[config.mk]
export PLATFORM = sky130hd
export DESIGN_NAME = pipe_hazard_ctrl
export DESIGN_NICKNAME = d
export VERILOG_FILES = /design/src/rtl/pipe_hazard_ctrl.sv
export SDC_FILE = /design/constraint.sdc
export NUM_CORES = 1
export LEC_CHECK = 0
export CORE_MARGIN = 3
export CORE_UTILIZATION = 40
export DETAILED_ROUTE_END_ITERATION = 7
export SLEW_MARGIN = 20
export SYNTH_ARGS = -nofsm -noshare
export SYNTH_HDL_FRONTEND = slang
export SYNTH_SLANG_ARGS = --single-unit
[constraint.sdc]
create_clock -name clk -period 5.4 [get_ports clk]
set_input_delay 0.54 -clock clk [delete_from_list [all_inputs] [get_ports clk]]
set_output_delay 0.54 -clock clk [all_outputs]
set_load 0.02 [all_outputs]
[src/rtl/pipe_hazard_ctrl.sv]
// Hazard, forwarding and stall/flush control for the 5-stage core.
// Shadows EX/MEM/WB destinations and compares them with the ID sources.
module pipe_hazard_ctrl #(
   parameter int REG_AW  = 5,
   parameter bit FWD_EN  = 1'b1,
   parameter int TIMEOUT = 255,
   parameter int CNT_W   = 16
) (
   input  logic              clk,
   input  logic              rst,
   input  logic              id_valid,
   input  logic [REG_AW-1:0] id_rs1,
   input  logic [REG_AW-1:0] id_rs2,
   input  logic              id_rs1_used,
   input  logic              id_rs2_used,
   input  logic [REG_AW-1:0] id_rd,
   input  logic              id_wen,
   input  logic              id_load,
   input  logic              id_store,
   input  logic              br_taken,
   input  logic              iready_n,
   input  logic              dready_n,
   input  logic              dbusy,
   output logic              freeze,
   output logic              stall_id,
   output logic              bubble_ex,
   output logic              flush_id,
   output logic [1:0]        fwd_a,
   output logic [1:0]        fwd_b,
   output logic              mem_timeout,
   output logic [CNT_W-1:0]  stall_cycles
);

   localparam int TW = (TIMEOUT < 1) ? 1 : $clog2(TIMEOUT + 1);
   localparam logic [TW-1:0] TMAX = TW'(TIMEOUT);

   typedef struct packed {
      logic              v;
      logic [REG_AW-1:0] rd;
      logic              wen;
      logic              ld;
      logic              st;
   } slot_t;

   slot_t ex_q, ex_d;
   slot_t mem_q, mem_d;
   slot_t wb_q, wb_d;

   logic             pend_q, pend_d;
   logic [TW-1:0]    tmo_q, tmo_d;
   logic             tflag_q, tflag_d;
   logic [CNT_W-1:0] cnt_q, cnt_d;

   logic       mem_stall;
   logic       do_flush;
   logic       haz;
   logic [2:0] m1;
   logic [2:0] m2;

   // Fields that never influence control; kept only so slots stay uniform.
   logic unused_fields;
   assign unused_fields = ^{wb_q.ld, wb_q.st, ex_q.st};

   function automatic logic hit(
      input slot_t             s,
      input logic [REG_AW-1:0] rs,
      input logic              used,
      input logic              vld
   );
      return vld & used & s.v & s.wen
           & (s.rd != '0) & (s.rd == rs);
   endfunction

   function automatic logic [1:0] sel(
      input logic [2:0] m
   );
      logic [1:0] r;
      r = 2'b00;
      priority case (1'b1)
         m[0]:    r = 2'b01;
         m[1]:    r = 2'b10;
         m[2]:    r = 2'b11;
         default: r = 2'b00;
      endcase
      return r;
   endfunction

   // Source-vs-stage match vectors: bit0 EX, bit1 MEM, bit2 WB.
   always_comb begin
      m1 = '0;
      m2 = '0;
      m1[0] = hit(ex_q,  id_rs1, id_rs1_used, id_valid);
      m1[1] = hit(mem_q, id_rs1, id_rs1_used, id_valid);
      m1[2] = hit(wb_q,  id_rs1, id_rs1_used, id_valid);
      m2[0] = hit(ex_q,  id_rs2, id_rs2_used, id_valid);
      m2[1] = hit(mem_q, id_rs2, id_rs2_used, id_valid);
      m2[2] = hit(wb_q,  id_rs2, id_rs2_used, id_valid);
   end

   // Memory wait, hazard detection and operand select.
   always_comb begin
      mem_stall = iready_n
                | (dready_n & mem_q.ld)
                | (dbusy & mem_q.st);
      haz   = 1'b0;
      fwd_a = 2'b00;
      fwd_b = 2'b00;
      if (FWD_EN) begin
         haz   = (m1[0] | m2[0]) & ex_q.ld;
         fwd_a = sel(m1);
         fwd_b = sel(m2);
      end else begin
         haz = |{m1, m2};
      end
   end

   // Pipeline control: memory wait beats flush beats data hazard.
   always_comb begin
      do_flush  = (br_taken | pend_q) & ~mem_stall;
      freeze    = mem_stall;
      flush_id  = do_flush;
      stall_id  = mem_stall | (haz & ~do_flush);
      bubble_ex = ~mem_stall & (do_flush | haz);
   end

   // Shadow pipeline advances unless frozen.
   always_comb begin
      ex_d  = ex_q;
      mem_d = mem_q;
      wb_d  = wb_q;
      if (!mem_stall) begin
         wb_d  = mem_q;
         mem_d = ex_q;
         ex_d  = '0;
         if (!bubble_ex && id_valid) begin
            ex_d.v   = 1'b1;
            ex_d.rd  = id_rd;
            ex_d.wen = id_wen;
            ex_d.ld  = id_load;
            ex_d.st  = id_store;
         end
      end
   end

   // Pending flush, timeout watch and stall statistics.
   always_comb begin
      pend_d = pend_q;
      if (mem_stall && br_taken)
         pend_d = 1'b1;
      else if (do_flush)
         pend_d = 1'b0;

      tmo_d = '0;
      if (mem_stall)
         tmo_d = (tmo_q == TMAX) ? tmo_q : tmo_q + TW'(1);
      tflag_d = tflag_q | (tmo_d == TMAX);

      cnt_d = cnt_q;
      if ((freeze | stall_id) && (cnt_q != '1))
         cnt_d = cnt_q + CNT_W'(1);
   end

   // State registers with asynchronous active-low reset.
   always_ff @(posedge clk or negedge rst) begin
      if (!rst) begin
         ex_q    <= '0;
         mem_q   <= '0;
         wb_q    <= '0;
         pend_q  <= 1'b0;
         tmo_q   <= '0;
         tflag_q <= 1'b0;
         cnt_q   <= '0;
      end else begin
         ex_q    <= ex_d;
         mem_q   <= mem_d;
         wb_q    <= wb_d;
         pend_q  <= pend_d;
         tmo_q   <= tmo_d;
         tflag_q <= tflag_d;
         cnt_q   <= cnt_d;
      end
   end

   assign mem_timeout  = tflag_q;
   assign stall_cycles = cnt_q;

endmodule

==> results.py <==
metrics = {
    "run_status": {
        "outcome": "finished clean",
    },
    "die": {
        "die_x_um": 87.4,
        "rows": 29,
        "start_util": 0.415,
        "fp.coreArea_sq_mm": 0.00639,
        "die_area_sq_mm": 0.00764,
        "die_height_um": 87.4,
        "io_pins": 52,
    },
    "finish": {
        "area_growth_pct": 25.0,
        "nNetsFinal": 357,
        "layout-drive-gt1-share": 0.0547,
        "diodes": 0,
        "final_util": 0.519,
    },
    "setup_path": {
        "r2r_slack_ns": 2.82,
        "critPathSlowestCell": "clkdlybuf4s50_1",
        "timing.rr.end": "mem_timeout",
        "crit_path_frequent_cell": "clkdlybuf4s50_1",
        "crit_type": "in -> out",
        "cp-endpoint": "freeze",
        "crit_path_start": "dready_n",
        "cpPeakStageDelay_ns": 0.75,
        "reg2reg_depth": 9,
        "arrival_ns": 2.87,
        "cp_max_fo": 30,
        "timing.rr.start": "mem_q[1]",
        "path_cells": "clkdlybuf4s50_1 > a21o_1 > a21oi_2 > buf_4 > inv_1 > clkdlybuf4s50_1",
        "cp-end-kind": "primary output",
        "start_kind": "primary input",
        "required_ns": 4.86,
    },
    "synthesis": {
        "synthesis.area_sq_mm": 0.00265,
        "synth_cell_types": 43,
        "synth-seq-cells": 51,
        "synthTopCellsByArea": "dfrtp_1, xnor2_1, nand2_1",
        "synth_edf_count": 0,
        "ys.flop_type": "dfrtp_1",
        "async_flop_share": 1.00,
        "synth_nets": 305,
        "ys_warn_count": 0,
        "syn_area_per_cell_sq_um": 9.61,
        "netlist_top_cells_count": "nand2_1, dfrtp_1, xnor2_1, nor2_1, nand3_1",
        "yosysSeqAreaShare": 0.481,
        "yosysTopAreaCellShare": 0.481,
        "yosysTopAreaCell": "dfrtp_1",
        "synthCells": 276,
        "yosysMostFrequentCell": "nand2_1",
    },
    "clocking": {
        "cts_made_buffers": 5,
        "cts_tree": "yes",
        "post_cts_buffers": 0,
        "cts-root-buf": "clkbuf_8",
        "insertion_delay_ns": 0.30,
        "clkSinkCount": 51,
        "h-tree-depth": 2,
        "post_cts_resized": 0,
        "hold_buffers": 0,
        "clkTransAtPathRegs_ns": 0.10,
        "clockBufferDepth": 2,
    },
    "power": {
        "intPower_uw": 641,
        "power.static_leakage_uw": 0.00147,
        "power.share.clock": 0.234,
        "switching_power_uw": 310,
        "combinationalPowerShare": 0.255,
        "switching_share": 0.326,
        "pwr-share-seq": 0.510,
        "powerDensity_mw_per_mm2": 287,
        "peakVddDrop_mv": 0.193,
    },
    "global_routing": {
        "gr-total-overflow": 0,
        "antenna_found_initial": 0,
        "track_usage": 0.182,
        "grt_max_degree": 52,
        "grt_first_pass_wirelength_um": 10900,
        "grt_pass1_vias": 2100,
    },
    "place": {
        "place.gp.congestion": 0.870,
        "port_buffers": 51,
        "dp_hpwl_um": 4530,
    },
    "timing": {
        "clock.fmax_mhz": 293,
        "finalMaxSlewViolations": 0,
        "max_slew_margin": 0.401,
        "rsz0062_at_grt": "false",
        "fin_crit_ns": 3.41,
        "min_period_over_period": 0.632,
        "skew_ns": 0.00932,
        "tightest_slew_ns": 0.897,
        "hold_violations": 0,
        "setup-tns-final_ns": 0,
        "setup_violations": 0,
    },
    "detailed_routing": {
        "drtPass1Iterations": 4,
        "drt-wirelength-per-cell_um": 15.7,
        "num_vias": 2132,
        "drc": 0,
        "route.antenna.remaining_nets": 0,
        "drtIter0Drc": 95,
        "routed_via_density": 5.25,
        "drt_wl_total_um": 6390,
    },
    "min_path": {
        "worst_hold_path_type": "in -> async",
    },
    "run": {
        "maxCapViolations": 0,
    },
}
## cells in the final DEF (no fill, tap or decap), types with 2 or more instances in the layout
cell             count
nand2_1             61
dfrtp_1             51
clkdlybuf4s50_1     50
xnor2_1             35
nor2_1              15
nand3_1             13
xor2_1              11
nand4_1              8
a21oi_1              8
a22o_1               8
nor3_1               7
and3_1               6
clkbuf_8             5
o21ai_0              4
a31oi_1              4
and2_1               4
a21o_1               3
or3_1                2
o311a_1              2
or4_1                2
nor4_1               2
a211oi_1             2
o22ai_1              2
ha_1                 2
clkinv_2             2
buf_4                2
## cells by family (layout without fill, tap and decap cells)
| logic type | after synthesis | in the layout | share of synthesized area |
|---|---|---|---|
| simple gates | 125 | 125 | 0.223 |
| flops | 51 | 51 | 0.481 |
| xor+xnor | 46 | 46 | 0.152 |
| compound gates | 40 | 40 | 0.108 |
| buf+inv | 10 | 63 | 0.0189 |
| fa+ha+maj | 2 | 2 | 0.00944 |
| mux | 2 | 2 | 0.00802 |
## per-layer routing
layer | up-vias | wire (um) | share of wire | global-route usage
li1 | 1058 | - | - | -
met1 | 1009 | 3040 | 0.48 | 0.257
met2 | 56 | 2920 | 0.46 | 0.272
met3 | 9 | 327 | 0.051 | 0.0454
met4 | 0 | 98 | 0.015 | 0.0600
met5 | - | 0 | 0 | 0
## worst min-delay path by stage
stage / end / slack, ns
2_1_floorplan: ex_q[0] / 0.24
3_3_place_gp: mem_timeout / 0.46
3_5_place_dp: wb_q[2] / 0.47
4_1_cts: mem_q[7] / 0.36
5_1_grt: mem_q[7] / 0.38
6_report: mem_q[7] / 0.33
## power groups by stage
stage	clock, uW	combinational, uW	sequential (uW)
after floorplan	0	118	506
after global placement	0	241	493
after detailed placement	0	245	493
after CTS	233	247	486
after global routing	251	268	495
final	223	243	485
## worst max-delay path, delay by kind of cell
kind,cells,cell delay (ns)
buf+inv,4,2.14
compound gates,2,0.18
## final cells by class
type	count	area, sq um
Inverter	2	7.51
Tap cell	77	96.3
Multi-Input combinational cell	215	1330
Clock buffer	5	68.8
Timing Repair Buffer	53	520
Sequential cell	51	1280
Fill cell	588	3070
Clock inverter	3	18.8
## metrics by stage
step	hold slack (ns)	instance area [sq um]	total power, uW	cells	worst slack [ns]
floorplan	0.244	2650	623	276	3.01
global placement	0.461	3230	735	398	2.00
detailed placement	0.467	3230	738	398	1.99
CTS	0.363	3310	965	406	1.98
global route	0.378	3310	1010	406	1.81
finish	0.329	3310	951	406	1.99
## state kept, by name, indices dropped and copies added (netlist names)
signal	count
ex_q	9
mem_q	9
stall_cycles	16
pend_q	1
wb_q	7
tmo_q	8
mem_timeout	1
Power figures use the tool's default switching activity.
